==> config.mk <==
export PLATFORM = sky130hd
export DESIGN_NAME = pipeline_hazard_ctrl
export DESIGN_NICKNAME = d
export VERILOG_FILES = /design/src/rtl/pipeline_hazard_ctrl.sv
export SDC_FILE = /design/constraint.sdc
export NUM_CORES = 1
export LEC_CHECK = 0
export BUFFER_PORTS_ARGS = -buffer_cell sky130_fd_sc_hd__buf_2
export CAP_MARGIN = 20
export CORE_UTILIZATION = 45
export CTS_BUF_LIST = sky130_fd_sc_hd__clkbuf_8 sky130_fd_sc_hd__clkbuf_16
export DETAILED_ROUTE_END_ITERATION = 16
export PLACE_DENSITY = 0.68
export SETUP_SLACK_MARGIN = 0.15
export SLEW_MARGIN = 20
export SYNTH_ARGS = -nofsm -noshare
export SYNTH_HDL_FRONTEND = slang
export SYNTH_SLANG_ARGS = --single-unit
==> constraint.sdc <==
create_clock -name CLK -period 2.3 [get_ports CLK]
set_input_delay 0.345 -clock CLK [delete_from_list [all_inputs] [get_ports CLK]]
set_output_delay 0.345 -clock CLK [all_outputs]
set_load 0.05 [all_outputs]
==> src/rtl/pipeline_hazard_ctrl.sv <==
// -----------------------------------------------------------------------------
// pipeline_hazard_ctrl
//
// Hazard and stall controller for a 5-stage MIPS pipeline. It drives the
// enable and flush controls of the IF/ID, ID/EX, EX/MEM and MEM/WB registers,
// plus the PC write-enable. A small FSM (RUN / DWAIT / DRAIN / HALTED)
// sequences data-memory waits and the halt drain. A watchdog flags data
// waits that last too long, and three saturating counters track cycles,
// stalls and control-flow flushes.
//
// Ports:
//   CLK, RST        clock (rising edge), synchronous active-high reset
//   ihit, dhit      instruction / data access completed this cycle
//   mem_req         EX/MEM holds a load or store
//   idex_dREN       ID/EX holds a load; idex_rt is its destination
//   ifid_rs/rt      sources of the IF/ID instruction; ifid_uses_rt if rt read
//   branch_taken    EX/MEM holds a resolved taken branch or JR
//   jump_id         IF/ID holds J/JAL
//   halt_mem        EX/MEM holds HALT
//   pc_en           PC loads next PC
//   *_EN / *_FLUSH  per-register enable / clear-to-bubble (FLUSH wins)
//   halted          core halted
//   dwait_err       sticky data-wait watchdog error
//   cycle_cnt, stall_cnt, flush_cnt   saturating performance counters
// -----------------------------------------------------------------------------
module pipeline_hazard_ctrl #(
   parameter int CNT_W     = 32,
   parameter int DWAIT_MAX = 1024
) (
   input  logic             CLK,
   input  logic             RST,
   input  logic             ihit,
   input  logic             dhit,
   input  logic             mem_req,
   input  logic             idex_dREN,
   input  logic [4:0]       idex_rt,
   input  logic [4:0]       ifid_rs,
   input  logic [4:0]       ifid_rt,
   input  logic             ifid_uses_rt,
   input  logic             branch_taken,
   input  logic             jump_id,
   input  logic             halt_mem,
   output logic             pc_en,
   output logic             IF_EN,
   output logic             ID_EN,
   output logic             EX_EN,
   output logic             MEM_EN,
   output logic             IF_FLUSH,
   output logic             ID_FLUSH,
   output logic             EX_FLUSH,
   output logic             MEM_FLUSH,
   output logic             halted,
   output logic             dwait_err,
   output logic [CNT_W-1:0] cycle_cnt,
   output logic [CNT_W-1:0] stall_cnt,
   output logic [CNT_W-1:0] flush_cnt
);

   typedef enum logic [1:0] {ST_RUN, ST_DWAIT, ST_DRAIN, ST_HALTED} state_t;

   localparam int            WW   = $clog2(DWAIT_MAX + 1);
   localparam logic [WW-1:0] WMAX = WW'(DWAIT_MAX);

   state_t             state_q, state_d;
   logic [WW-1:0]      wcnt_q, wcnt_d;
   logic               dwait_err_q, dwait_err_d;
   logic [CNT_W-1:0]   cycle_q, cycle_d;
   logic [CNT_W-1:0]   stall_q, stall_d;
   logic [CNT_W-1:0]   flush_q, flush_d;

   logic dstall;
   logic loaduse;
   logic hold_mem;   // data access still outstanding in the current state
   logic flush_evt;  // IF flush caused by a taken branch or an ID jump

   assign dstall  = mem_req & ~dhit;
   assign loaduse = idex_dREN && (idex_rt != 5'd0) &&
                    ((idex_rt == ifid_rs) || (ifid_uses_rt && (idex_rt == ifid_rt)));

   // In DWAIT the access is already known to be pending, so only dhit matters;
   // once dhit arrives the normal RUN priority chain takes over.
   assign hold_mem = (state_q == ST_RUN) ? dstall : ~dhit;

   always_comb begin
      state_d   = state_q;
      flush_evt = 1'b0;
      pc_en     = 1'b0;
      IF_EN     = 1'b0;
      ID_EN     = 1'b0;
      EX_EN     = 1'b0;
      MEM_EN    = 1'b0;
      IF_FLUSH  = 1'b0;
      ID_FLUSH  = 1'b0;
      EX_FLUSH  = 1'b0;
      MEM_FLUSH = 1'b0;
      halted    = 1'b0;

      case (state_q)
         ST_RUN, ST_DWAIT: begin
            if (hold_mem) begin
               // Freeze everything; the bubble into MEM/WB keeps the
               // waiting access from retiring twice.
               MEM_FLUSH = 1'b1;
               state_d   = ST_DWAIT;
            end else if (halt_mem) begin
               MEM_EN   = 1'b1;
               IF_FLUSH = 1'b1;
               ID_FLUSH = 1'b1;
               EX_FLUSH = 1'b1;
               state_d  = ST_DRAIN;
            end else begin
               state_d = ST_RUN;
               if (branch_taken) begin
                  pc_en     = 1'b1;
                  IF_EN     = 1'b1;
                  ID_EN     = 1'b1;
                  EX_EN     = 1'b1;
                  MEM_EN    = 1'b1;
                  IF_FLUSH  = 1'b1;
                  ID_FLUSH  = 1'b1;
                  EX_FLUSH  = 1'b1;
                  flush_evt = 1'b1;
               end else if (loaduse) begin
                  // Hold PC and IF/ID, insert a bubble into ID/EX.
                  ID_EN    = 1'b1;
                  EX_EN    = 1'b1;
                  MEM_EN   = 1'b1;
                  ID_FLUSH = 1'b1;
               end else if (jump_id) begin
                  pc_en     = 1'b1;
                  IF_EN     = 1'b1;
                  ID_EN     = 1'b1;
                  EX_EN     = 1'b1;
                  MEM_EN    = 1'b1;
                  IF_FLUSH  = 1'b1;
                  flush_evt = 1'b1;
               end else if (!ihit) begin
                  ID_EN    = 1'b1;
                  EX_EN    = 1'b1;
                  MEM_EN   = 1'b1;
                  IF_FLUSH = 1'b1;
               end else begin
                  pc_en  = 1'b1;
                  IF_EN  = 1'b1;
                  ID_EN  = 1'b1;
                  EX_EN  = 1'b1;
                  MEM_EN = 1'b1;
               end
            end
         end
         ST_DRAIN: begin
            state_d = ST_HALTED;
         end
         ST_HALTED: begin
            halted = 1'b1;
         end
         default: begin
            state_d = ST_RUN;
         end
      endcase

      // Controls read as idle while reset is held.
      if (RST) begin
         pc_en     = 1'b0;
         IF_EN     = 1'b0;
         ID_EN     = 1'b0;
         EX_EN     = 1'b0;
         MEM_EN    = 1'b0;
         IF_FLUSH  = 1'b0;
         ID_FLUSH  = 1'b0;
         EX_FLUSH  = 1'b0;
         MEM_FLUSH = 1'b0;
         halted    = 1'b0;
         flush_evt = 1'b0;
      end

      // Data-wait watchdog: restarts on DWAIT entry, counts DWAIT cycles.
      wcnt_d      = wcnt_q;
      dwait_err_d = dwait_err_q;
      if ((state_q == ST_RUN) && dstall) begin
         wcnt_d = '0;
      end else if (state_q == ST_DWAIT) begin
         if (wcnt_q != WMAX) begin
            wcnt_d = wcnt_q + WW'(1);
         end
         if (wcnt_d == WMAX) begin
            dwait_err_d = 1'b1;
         end
      end

      cycle_d = (&cycle_q) ? cycle_q : cycle_q + CNT_W'(1);
      stall_d = (!pc_en && (state_q != ST_HALTED) && !(&stall_q)) ?
                stall_q + CNT_W'(1) : stall_q;
      flush_d = (flush_evt && !(&flush_q)) ? flush_q + CNT_W'(1) : flush_q;
   end

   always_ff @(posedge CLK) begin
      if (RST) begin
         state_q     <= ST_RUN;
         wcnt_q      <= '0;
         dwait_err_q <= 1'b0;
         cycle_q     <= '0;
         stall_q     <= '0;
         flush_q     <= '0;
      end else begin
         state_q     <= state_d;
         wcnt_q      <= wcnt_d;
         dwait_err_q <= dwait_err_d;
         cycle_q     <= cycle_d;
         stall_q     <= stall_d;
         flush_q     <= flush_d;
      end
   end

   assign dwait_err = dwait_err_q;
   assign cycle_cnt = cycle_q;
   assign stall_cnt = stall_q;
   assign flush_cnt = flush_q;

endmodule

* After elaboration in Yosys (flattened, before gate mapping)
Cells that the tools add are included.
Storage, ports and cells: bits in registers 110, word-level logic and storage cells 94
Cells by class: add/sub/neg operators 4, eq/ne operators 8, multiplexer cells 53, bitwise gates (word level) 3, reductions and logical operators 20
Operators with widths (count):
- 32-bit by 1-bit adder with 32-bit output (second input constant) | 3
- 32-bit AND reduction | 3
- 1-bit 2-to-1 mux | 47
- 11-bit 2-to-1 mux | 3
- 11-bit by 1-bit adder with 11-bit output (second input constant) | 1
- 11-bit == test (second input constant) | 1
- 11-bit != test (second input constant) | 1
- 5-bit == test | 2
- 1-bit logical AND | 7
- 5-bit nonzero test | 1
- 2-bit == test (second input constant) | 2
- 2-bit 2-to-1 mux | 2
- 2-bit case mux with 2 select lines | 1
- 2-bit OR reduction | 2
- 1-bit logical NOT | 3
- 3-bit AND reduction | 1
- 2-bit by 1-bit == test with 1-bit output (second input constant) | 1
- 2-bit logical NOT | 1
- 2-bit != test (second input constant) | 1
- 1-bit inverter | 2
- 2-bit nonzero test | 1
- 1-bit AND | 1
- 1-bit logical OR | 1

* Depth between registers and ports, before layout
Gate-level depths: netlist (run 1).
depth after elaboration 13, mapped depth 10, mapped depth without buffers 8

* Worst setup path after synthesis (run 1)
Ideal clock, no wire load.
path type in2out, from input port RST, to output port pc_en, arrival 2.308 ns, data required time 1.955 ns, setup slack -0.353 ns, cell stages on the path 6, buffers on the path 2, cell sequence clkbuf_1 -> nor2_1 -> nand2_1 -> nor2_1 -> o21a_1 -> buf_4
Between the ends: cells in the longest elaborated chain, start to end 1
Ends and longest elaborated chain:
- start, declared | RTL line 31 | input logic RST,
- 1-bit 2-to-1 mux
- end, declared | RTL line 43 | output logic pc_en,
Every way passes these cells.

* Final worst setup path (run 1)
from register flush_q[9], in the netlist flush_cnt[9], to register flush_q[28], in the netlist flush_cnt[28]
Between the ends: cells in the longest elaborated chain, start to end 3, elaborated cells on any way between the ends 4, classes of those cells add/sub: 1; reduce/logical: 3
Ends and longest elaborated chain:
- start, declared | RTL line 69 | logic [CNT_W-1:0] flush_q, flush_d;
- start signal, assigned | RTL line 211 | flush_q <= flush_d;
- branches (longest 3 deep; another with 32-bit by 1-bit adder with 32-bit output)
Several ways; the timed one is not identified. A chain may end at the register's enable or synchronous reset.

==> results_tabular.tex, run 1 <==
\begin{tabular}{lr}
\hline
Metric & Value \\
\hline
\multicolumn{2}{l}{\textbf{Yosys}} \\
Register area share after synthesis & 0.364 \\
Leading register cell type out of synthesis & sky130\_fd\_sc\_hd\_\_dfxtp\_1 \\
Area contributors post-synth & sky130\_fd\_sc\_hd\_\_dfxtp\_1, sky130\_fd\_sc\_hd\_\_nand4\_1, sky130\_fd\_sc\_hd\_\_nor2\_1, sky130\_fd\_sc\_hd\_\_a21oi\_1, sky130\_fd\_sc\_hd\_\_xor2\_1 \\
Distinct cells, synth & 61 \\
Number of register bits inferred by synthesis & 110 \\
Warnings from Yosys & 0 \\
Post-synthesis net count & 768 \\
Ys async rst share & 0 \\
Top cell type's share of synthesized area & 0.364 \\
Cell type with the highest aggregate area in the netlist & sky130\_fd\_sc\_hd\_\_dfxtp\_1 \\
Cell area after technology mapping & 6050 um\^{}2 \\
Mean area per synthesized cell & 8.20 um\^{}2 \\
Synthesized netlist cell count & 738 \\
Post-synth EDFFs & 0 \\
\multicolumn{2}{l}{\textbf{Setup path}} \\
Critical path type & flop to flop \\
Category of the worst setup path capture point & flop \\
Worst Setup Start Kind & flop \\
Largest fanout of any net on the critical path & 6 \\
Crit path required time & 2580 ps \\
Crit path DAT & 2410 ps \\
\multicolumn{2}{l}{\textbf{Placed design}} \\
Cell Area, Placed & 7150 um\^{}2 \\
Cell count after placement & 1,032 \\
Final estimated routing congestion in global placement & 0.860 \\
Estimated wirelength of the detail-placed design & 11,600 um \\
Setup WS pre-CTS & -118 ps \\
Port Buf Inserts & 131 \\
\multicolumn{2}{l}{\textbf{STA}} \\
Max Clock Freq & 469 MHz \\
Post-layout min period & 2130 ps \\
Crit path setup slack, layout & 168 ps \\
Worst Skew & 6.25 ps \\
Worst hold margin & 304 ps \\
Setup Viol. Count Final & 0 \\
Final worst path period share & 0.927 \\
Unrepaired setup endpoints after global routing & true \\
Worst slew pin tran & 653 ps \\
Final-report max-slew violation count & 0 \\
Slew Limit Headroom & 0.563 \\
Number of endpoints with negative hold slack in the final report & 0 \\
Final setup TNS & 0 ps \\
\multicolumn{2}{l}{\textbf{Floorplan}} \\
DIE HEIGHT & 118 um \\
Floorplan row count & 41 \\
Floorplan Core Area & 12,900 um\^{}2 \\
I/O Pins & 132 \\
Effective utilization at floorplan & 0.470 \\
Die area & 13,900 um\^{}2 \\
Die Width & 118 um \\
\multicolumn{2}{l}{\textbf{Detailed routing}} \\
Detailed-route wire length per cell & 15.5 um \\
Router iterations before antenna repair & 5 \\
Avg Vias per Cell & 5.89 \\
Final wirelength & 16,400 um \\
Antenna Violating Nets Remaining & 0 \\
Count of routing violations after the opening detailed-route iteration & 361 \\
Total via count in the routed design & 6,242 \\
Count of unresolved DRC violations after routing & 0 \\
\multicolumn{2}{l}{\textbf{Final layout}} \\
Area used by sequential logic in the layout & 2320 um\^{}2 \\
Fraction of layout cells with a size suffix above 1 & 0.355 \\
Summed area of non-filler cells in the final layout & 7670 um\^{}2 \\
Filler cell count & 1,167 \\
Leading cell type in the layout, fill and taps excluded & sky130\_fd\_sc\_hd\_\_buf\_2 \\
Post-route core utilization & 0.596 \\
Non-filler instance count after layout & 1,060 \\
Area of the multi-input gates & 3710 um\^{}2 \\
Leading cell types in the layout, fill and taps excluded & sky130\_fd\_sc\_hd\_\_buf\_2, sky130\_fd\_sc\_hd\_\_nor2\_1, sky130\_fd\_sc\_hd\_\_a21oi\_1 \\
Relative area change from synthesis to final layout & 26.8\% \\
Count of inserted antenna diode cells & 0 \\
Number of nets in the layout & 913 \\
\multicolumn{2}{l}{\textbf{Clocking}} \\
Hold-fix buffers at CTS & 0 \\
Clock Pin Slew Worst Setup and Hold Paths & 70 ps \\
Longest Clk Path Bufs & 2 \\
H-tree depth reported by CTS & 3 \\
Clock insertion delay at the later pin of the skew report & 350 ps \\
CTS tree & yes \\
Sink count of the clock tree & 110 \\
Cell chosen for the clock root & sky130\_fd\_sc\_hd\_\_clkbuf\_16 \\
Number of buffers inserted during clock tree synthesis & 9 \\
\multicolumn{2}{l}{\textbf{Power}} \\
Sequential power share & 0.491 \\
Power Internal & 2.93 mW \\
Worst voltage drop across the vdd grid & 415 uV \\
Clock group share of total power & 0.410 \\
Standby leakage power & 3.06 nW \\
Total design power & 3.94 mW \\
Combinational Power Share & 0.100 \\
Net switching share of the total power & 0.256 \\
P\_sw & 1.01 mW \\
Power density cells & 514 nW/um\^{}2 \\
\multicolumn{2}{l}{\textbf{Global routing}} \\
Via count of the first global-routing pass & 5,656 \\
Maximum number of pins on one net before global-route repair & 61 \\
Aggregate global-route resource usage & 0.228 \\
Wire length of the first global-routing pass & 26,400 um \\
Aggregate global routing overflow & 0 \\
Number of antenna violations at the first check in global routing & 0 \\
\multicolumn{2}{l}{\textbf{Hold path}} \\
Hold WC Path Type & primary input to flop \\
\multicolumn{2}{l}{\textbf{Job}} \\
MaxCap Viol Count & 0 \\
\multicolumn{2}{l}{\textbf{Outcome}} \\
Outcome & complete, no violations \\
\hline
\end{tabular}
==> synthesized netlist by cell type, types with 3 or more instances <==
master / number
sky130_fd_sc_hd__and2_1: 5
sky130_fd_sc_hd__a21oi_1: 54
sky130_fd_sc_hd__a31oi_1: 4
sky130_fd_sc_hd__or4_1: 30
sky130_fd_sc_hd__inv_1: 10
sky130_fd_sc_hd__o21ai_0: 25
sky130_fd_sc_hd__mux2i_1: 4
sky130_fd_sc_hd__o21a_1: 6
sky130_fd_sc_hd__nor4b_1: 3
sky130_fd_sc_hd__or3_1: 24
sky130_fd_sc_hd__nor2_1: 73
sky130_fd_sc_hd__xor2_1: 27
sky130_fd_sc_hd__o211ai_1: 3
sky130_fd_sc_hd__dfxtp_1: 110
sky130_fd_sc_hd__nor2b_1: 18
sky130_fd_sc_hd__xnor2_1: 14
sky130_fd_sc_hd__o311ai_0: 4
sky130_fd_sc_hd__nor3_1: 21
sky130_fd_sc_hd__and3_1: 22
sky130_fd_sc_hd__o31ai_1: 29
sky130_fd_sc_hd__or2_2: 3
sky130_fd_sc_hd__buf_4: 11
sky130_fd_sc_hd__nor4_1: 13
sky130_fd_sc_hd__nand3_1: 34
sky130_fd_sc_hd__mux2_2: 12
sky130_fd_sc_hd__and4_1: 14
sky130_fd_sc_hd__nand2_1: 44
sky130_fd_sc_hd__ha_1: 5
sky130_fd_sc_hd__o31a_1: 4
sky130_fd_sc_hd__clkbuf_1: 22
sky130_fd_sc_hd__nand4_1: 44
sky130_fd_sc_hd__nand2b_1: 4
sky130_fd_sc_hd__buf_2: 7
==> layer usage <==
layer | vias up | track usage | share of wire
li1 | 3043 | - | -
met1 | 2968 | 0.272 | 0.43
met2 | 208 | 0.397 | 0.49
met3 | 23 | 0.0654 | 0.062
met4 | 0 | 0.0585 | 0.014
met5 | - | 0 | 0
==> area by class of cell <==
cell class	instances	area share
multi-input cells	573	0.484
flip-flops and latches	110	0.303
repair buffers	177	0.138
clock inverters	4	0.00310
inverters	12	0.00685
well taps	172	0.0280
clock buffers	12	0.0377
==> repair_timing <==
| action | CTS | global route |
|---|---|---|
| resized for setup | 4 | 33 |
| endpoints found under the hold margin | 0 | 0 |
| pin swaps | 2 | 14 |
| cloned | 0 | 0 |
| setup buffers | 2 | 10 |
| endpoints found under the setup margin | 10 | 45 |
==> sequential cells by signal, summed over array words and instances, names as in the netlist <==
signal and count:
cycle_cnt 32, stall_cnt 32, dwait_err 1, flush_cnt 32, wcnt_q 11, state_q 2
==> cells by family after synthesis <==
| kind of cell | count (synthesis) | share of synthesized area |
|---|---|---|
| compound gates | 144 | 0.149 |
| mux | 18 | 0.0327 |
| flops | 110 | 0.364 |
| fa+ha+maj | 5 | 0.0103 |
| xor+xnor | 41 | 0.0593 |
| buf+inv | 55 | 0.0451 |
| simple gates | 365 | 0.340 |
==> final timing paths <==
path                             startpoint                    endpoint  slack [ps]  depth (start not counted)
setup / recovery  flush_cnt[9]$_SDFFE_PP0P_  flush_cnt[28]$_SDFFE_PP0P_         170                          7
hold / removal                     halt_mem     state_q[1]$_SDFFE_PP0P_         300                          3
hold reg to reg   stall_cnt[1]$_SDFFE_PP0P_   stall_cnt[1]$_SDFFE_PP0P_         480                          2
setup reg to reg  flush_cnt[9]$_SDFFE_PP0P_  flush_cnt[28]$_SDFFE_PP0P_         170                          7
==> worst max-delay path, cell delays in order (launching register included) <==
cell and delay (ps):
sky130_fd_sc_hd__dfxtp_4 370, sky130_fd_sc_hd__and4_4 260, sky130_fd_sc_hd__nand3_4 100, sky130_fd_sc_hd__nor3_4 310
sky130_fd_sc_hd__buf_6 150, sky130_fd_sc_hd__nand4_1 200, sky130_fd_sc_hd__or4_1 540, sky130_fd_sc_hd__a21oi_1 140
==> power by group through the flow <==
stage / Sequential, mW / Clock, mW / Combinational [mW]
after floorplan: 2.03 / 0 / 0.208
after global placement: 1.98 / 0 / 0.369
after detailed placement: 1.98 / 0 / 0.377
after CTS: 1.94 / 1.66 / 0.383
after global routing: 1.94 / 1.74 / 0.425
final: 1.93 / 1.62 / 0.393
Power figures use the tool's default switching activity.
==> run 2: changes to the inputs <==
- clock period: 2.3 -> 2.7 ns (I/O delays scaled with it)
==> run 2 against run 1 <==
Critical path depth shrank 1. Final cell count shrank 3.3%. Clock skew increased by 1.7 ps. Count of clock-buffer cells in the layout is the same. Die area unchanged. Via count down 3.4%. Highest routed layer unchanged.
==> results_tabular.tex, run 2 (synthesized netlist as in run 1, its figures left out) <==
\begin{tabular}{lr}
\hline
Metric & Value \\
\hline
\multicolumn{2}{l}{\textbf{Setup path}} \\
Worst Setup Start Kind & flop (unchanged) \\
Crit path required time & 2930 ps (was 2580 ps) \\
R2r setup slk & 300 ps (was 170 ps) \\
Largest fanout of any net on the critical path & 13 (was 6) \\
Category of the worst setup path capture point & flop (unchanged) \\
Delay of the slowest critical-path stage & 620 ps (was 540 ps) \\
Standard cell with the maximum stage delay on the critical path & sky130\_fd\_sc\_hd\_\_or4b\_4 (was sky130\_fd\_sc\_hd\_\_or4\_1) \\
Critical path type & flop to flop (unchanged) \\
Crit path DAT & 2640 ps (was 2410 ps) \\
Critical Path, Cell by Cell & nand4\_2 -> or3\_4 -> or4b\_4 -> clkinv\_2 -> nor3\_1 -> mux2\_1 (was and4\_4 -> nand3\_4 -> nor3\_4 -> buf\_6 -> nand4\_1 -> or4\_1 -> a21oi\_1) \\
\multicolumn{2}{l}{\textbf{Global routing}} \\
Aggregate global routing overflow & 0 (unchanged) \\
Via count of the first global-routing pass & 5,517 (was 5,656) \\
Wire length of the first global-routing pass & 26,600 um (was 26,400 um) \\
Number of antenna violations at the first check in global routing & 0 (unchanged) \\
Maximum number of pins on one net before global-route repair & 68 (was 61) \\
Aggregate global-route resource usage & 0.230 (was 0.228) \\
\multicolumn{2}{l}{\textbf{Clocking}} \\
Sink count of the clock tree & 110 (unchanged) \\
Clock insertion delay at the later pin of the skew report & 350 ps (about the same) \\
H-tree depth reported by CTS & 3 (unchanged) \\
Number of buffers inserted during clock tree synthesis & 9 (unchanged) \\
Cells resized by post-CTS repair & 0 (was 4) \\
Longest Clk Path Bufs & 2 (unchanged) \\
CTS tree & yes (unchanged) \\
Hold-fix buffers at CTS & 0 (unchanged) \\
Clock Pin Slew Worst Setup and Hold Paths & 70 ps (about the same) \\
Post-CTS repair timing setup buffer count & 0 (was 2) \\
Cell chosen for the clock root & sky130\_fd\_sc\_hd\_\_clkbuf\_16 (unchanged) \\
\multicolumn{2}{l}{\textbf{Hold path}} \\
Hold WC Path Type & primary input to flop (unchanged) \\
\multicolumn{2}{l}{\textbf{STA}} \\
Final setup TNS & 0 ps (unchanged) \\
Final-report max-slew violation count & 0 (unchanged) \\
Slew Limit Headroom & 0.508 (was 0.563) \\
Post-layout min period & 2400 ps (was 2130 ps) \\
Setup Viol. Count Final & 0 (unchanged) \\
Number of endpoints with negative hold slack in the final report & 0 (unchanged) \\
Final worst path period share & 0.890 (was 0.927) \\
Worst Skew & 7.98 ps (was 6.25 ps) \\
Crit path setup slack, layout & 298 ps (was 168 ps) \\
Unrepaired setup endpoints after global routing & false (was true) \\
Max Clock Freq & 416 MHz (was 469 MHz) \\
Worst slew pin tran & 733 ps (was 653 ps) \\
\multicolumn{2}{l}{\textbf{Detailed routing}} \\
Router iterations before antenna repair & 5 (unchanged) \\
Total via count in the routed design & 6,031 (was 6,242) \\
Final wirelength & 15,800 um (was 16,400 um) \\
Avg Vias per Cell & 5.88 (was 5.89) \\
Antenna Violating Nets Remaining & 0 (unchanged) \\
Count of routing violations after the opening detailed-route iteration & 518 (was 361) \\
Count of unresolved DRC violations after routing & 0 (unchanged) \\
Detailed-route wire length per cell & 15.4 um (was 15.5 um) \\
\multicolumn{2}{l}{\textbf{Final layout}} \\
Relative area change from synthesis to final layout & 18.3\% (was 26.8\%) \\
Leading cell type in the layout, fill and taps excluded & sky130\_fd\_sc\_hd\_\_buf\_2 (unchanged) \\
Leading cell types in the layout, fill and taps excluded & sky130\_fd\_sc\_hd\_\_buf\_2, sky130\_fd\_sc\_hd\_\_dfxtp\_1, sky130\_fd\_sc\_hd\_\_nor2\_1 (was sky130\_fd\_sc\_hd\_\_buf\_2, sky130\_fd\_sc\_hd\_\_nor2\_1, sky130\_fd\_sc\_hd\_\_a21oi\_1) \\
Count of inserted antenna diode cells & 0 (unchanged) \\
Non-filler instance count after layout & 1,025 (was 1,060) \\
Summed area of non-filler cells in the final layout & 7160 um\^{}2 (was 7670 um\^{}2) \\
Filler cell count & 1,220 (was 1,167) \\
Number of nets in the layout & 879 (was 913) \\
Fraction of layout cells with a size suffix above 1 & 0.223 (was 0.355) \\
\multicolumn{2}{l}{\textbf{Floorplan}} \\
Die Width & 118 um (unchanged) \\
Effective utilization at floorplan & 0.470 (unchanged) \\
DIE HEIGHT & 118 um (unchanged) \\
Floorplan Core Area & 12,900 um\^{}2 (unchanged) \\
Die area & 13,900 um\^{}2 (unchanged) \\
I/O Pins & 132 (unchanged) \\
Floorplan row count & 41 (unchanged) \\
\multicolumn{2}{l}{\textbf{Power}} \\
Worst voltage drop across the vdd grid & 317 uV (was 415 uV) \\
Power density cells & 466 nW/um\^{}2 (was 514 nW/um\^{}2) \\
Standby leakage power & 2.80 nW (was 3.06 nW) \\
Total design power & 3.34 mW (was 3.94 mW) \\
\multicolumn{2}{l}{\textbf{Placed design}} \\
Estimated wirelength of the detail-placed design & 11,300 um (was 11,600 um) \\
Cell count after placement & 1,010 (was 1,032) \\
Final estimated routing congestion in global placement & 0.895 (was 0.860) \\
Port Buf Inserts & 131 (unchanged) \\
Cell Area, Placed & 6850 um\^{}2 (was 7150 um\^{}2) \\
Setup WS pre-CTS & 97.2 ps (was -118 ps) \\
\multicolumn{2}{l}{\textbf{Job}} \\
MaxCap Viol Count & 0 (unchanged) \\
\multicolumn{2}{l}{\textbf{Outcome}} \\
Outcome & complete, no violations (unchanged) \\
\hline
\end{tabular}
[run 2: cell types whose count changed in the layout (fill, tap and decap cells not counted), sizes merged]
cell,previous run,this run
buf,175,143
bufinv,0,1
clkbuf,14,12
clkinv,3,2
clkinvlp,0,1
inv,13,11
[run 2: worst paths after layout]
kind | from | to | cells after the start
max reg2reg | stall_cnt[14]$_SDFFE_PP0P_ | stall_cnt[27]$_SDFFE_PP0P_ | 6
max | stall_cnt[14]$_SDFFE_PP0P_ | stall_cnt[27]$_SDFFE_PP0P_ | 6
min reg2reg | stall_cnt[1]$_SDFFE_PP0P_ | stall_cnt[1]$_SDFFE_PP0P_ | 2
min | halt_mem | state_q[1]$_SDFFE_PP0P_ | 3
[run 2: metal layers]
metal,GRT usage,vias to the layer above,share of wire
met1,0.291,2857,0.46
li1,-,2979,-
met5,0,-,0
met4,0.0633,0,0.012
met3,0.0649,14,0.065
met2,0.382,181,0.47
[run 2: area by class of cell]
cell class	count	area, um^2	share of cell area
Tap cell	172	215	0.0301
Timing Repair Buffer	143	786	0.110
Clock inverter	3	42.5	0.00594
Multi-Input combinational cell	573	3600	0.503
Clock buffer	12	267	0.0372
Sequential cell	110	2200	0.308
Inverter	12	46.3	0.00647
[run 2: where the power goes]
| group | internal (mW) | leakage (nW) | total (mW) | switching, mW |
|---|---|---|---|---|
| clock network | 0.789 | 0.151 | 1.38 | 0.590 |
| registers | 1.64 | 0.888 | 1.66 | 0.0216 |
| logic | 0.0869 | 1.76 | 0.299 | 0.212 |
[run 2: critical path, delay by kind of cell (launching register included)]
| kind | cells | cell delay (ps) |
|---|---|---|
| buffers and inverters | 1 | 160 |
| flip-flops | 1 | 440 |
| AND/OR/NAND/NOR | 4 | 1370 |
| multiplexers | 1 | 310 |
[run 2: stage by stage]
step                      hold WS, ps   util
final                             372  0.556
after global routing              406  0.556
after global placement            472  0.532
after CTS                         376  0.556
after detailed placement          490  0.532
after floorplan                   502      -
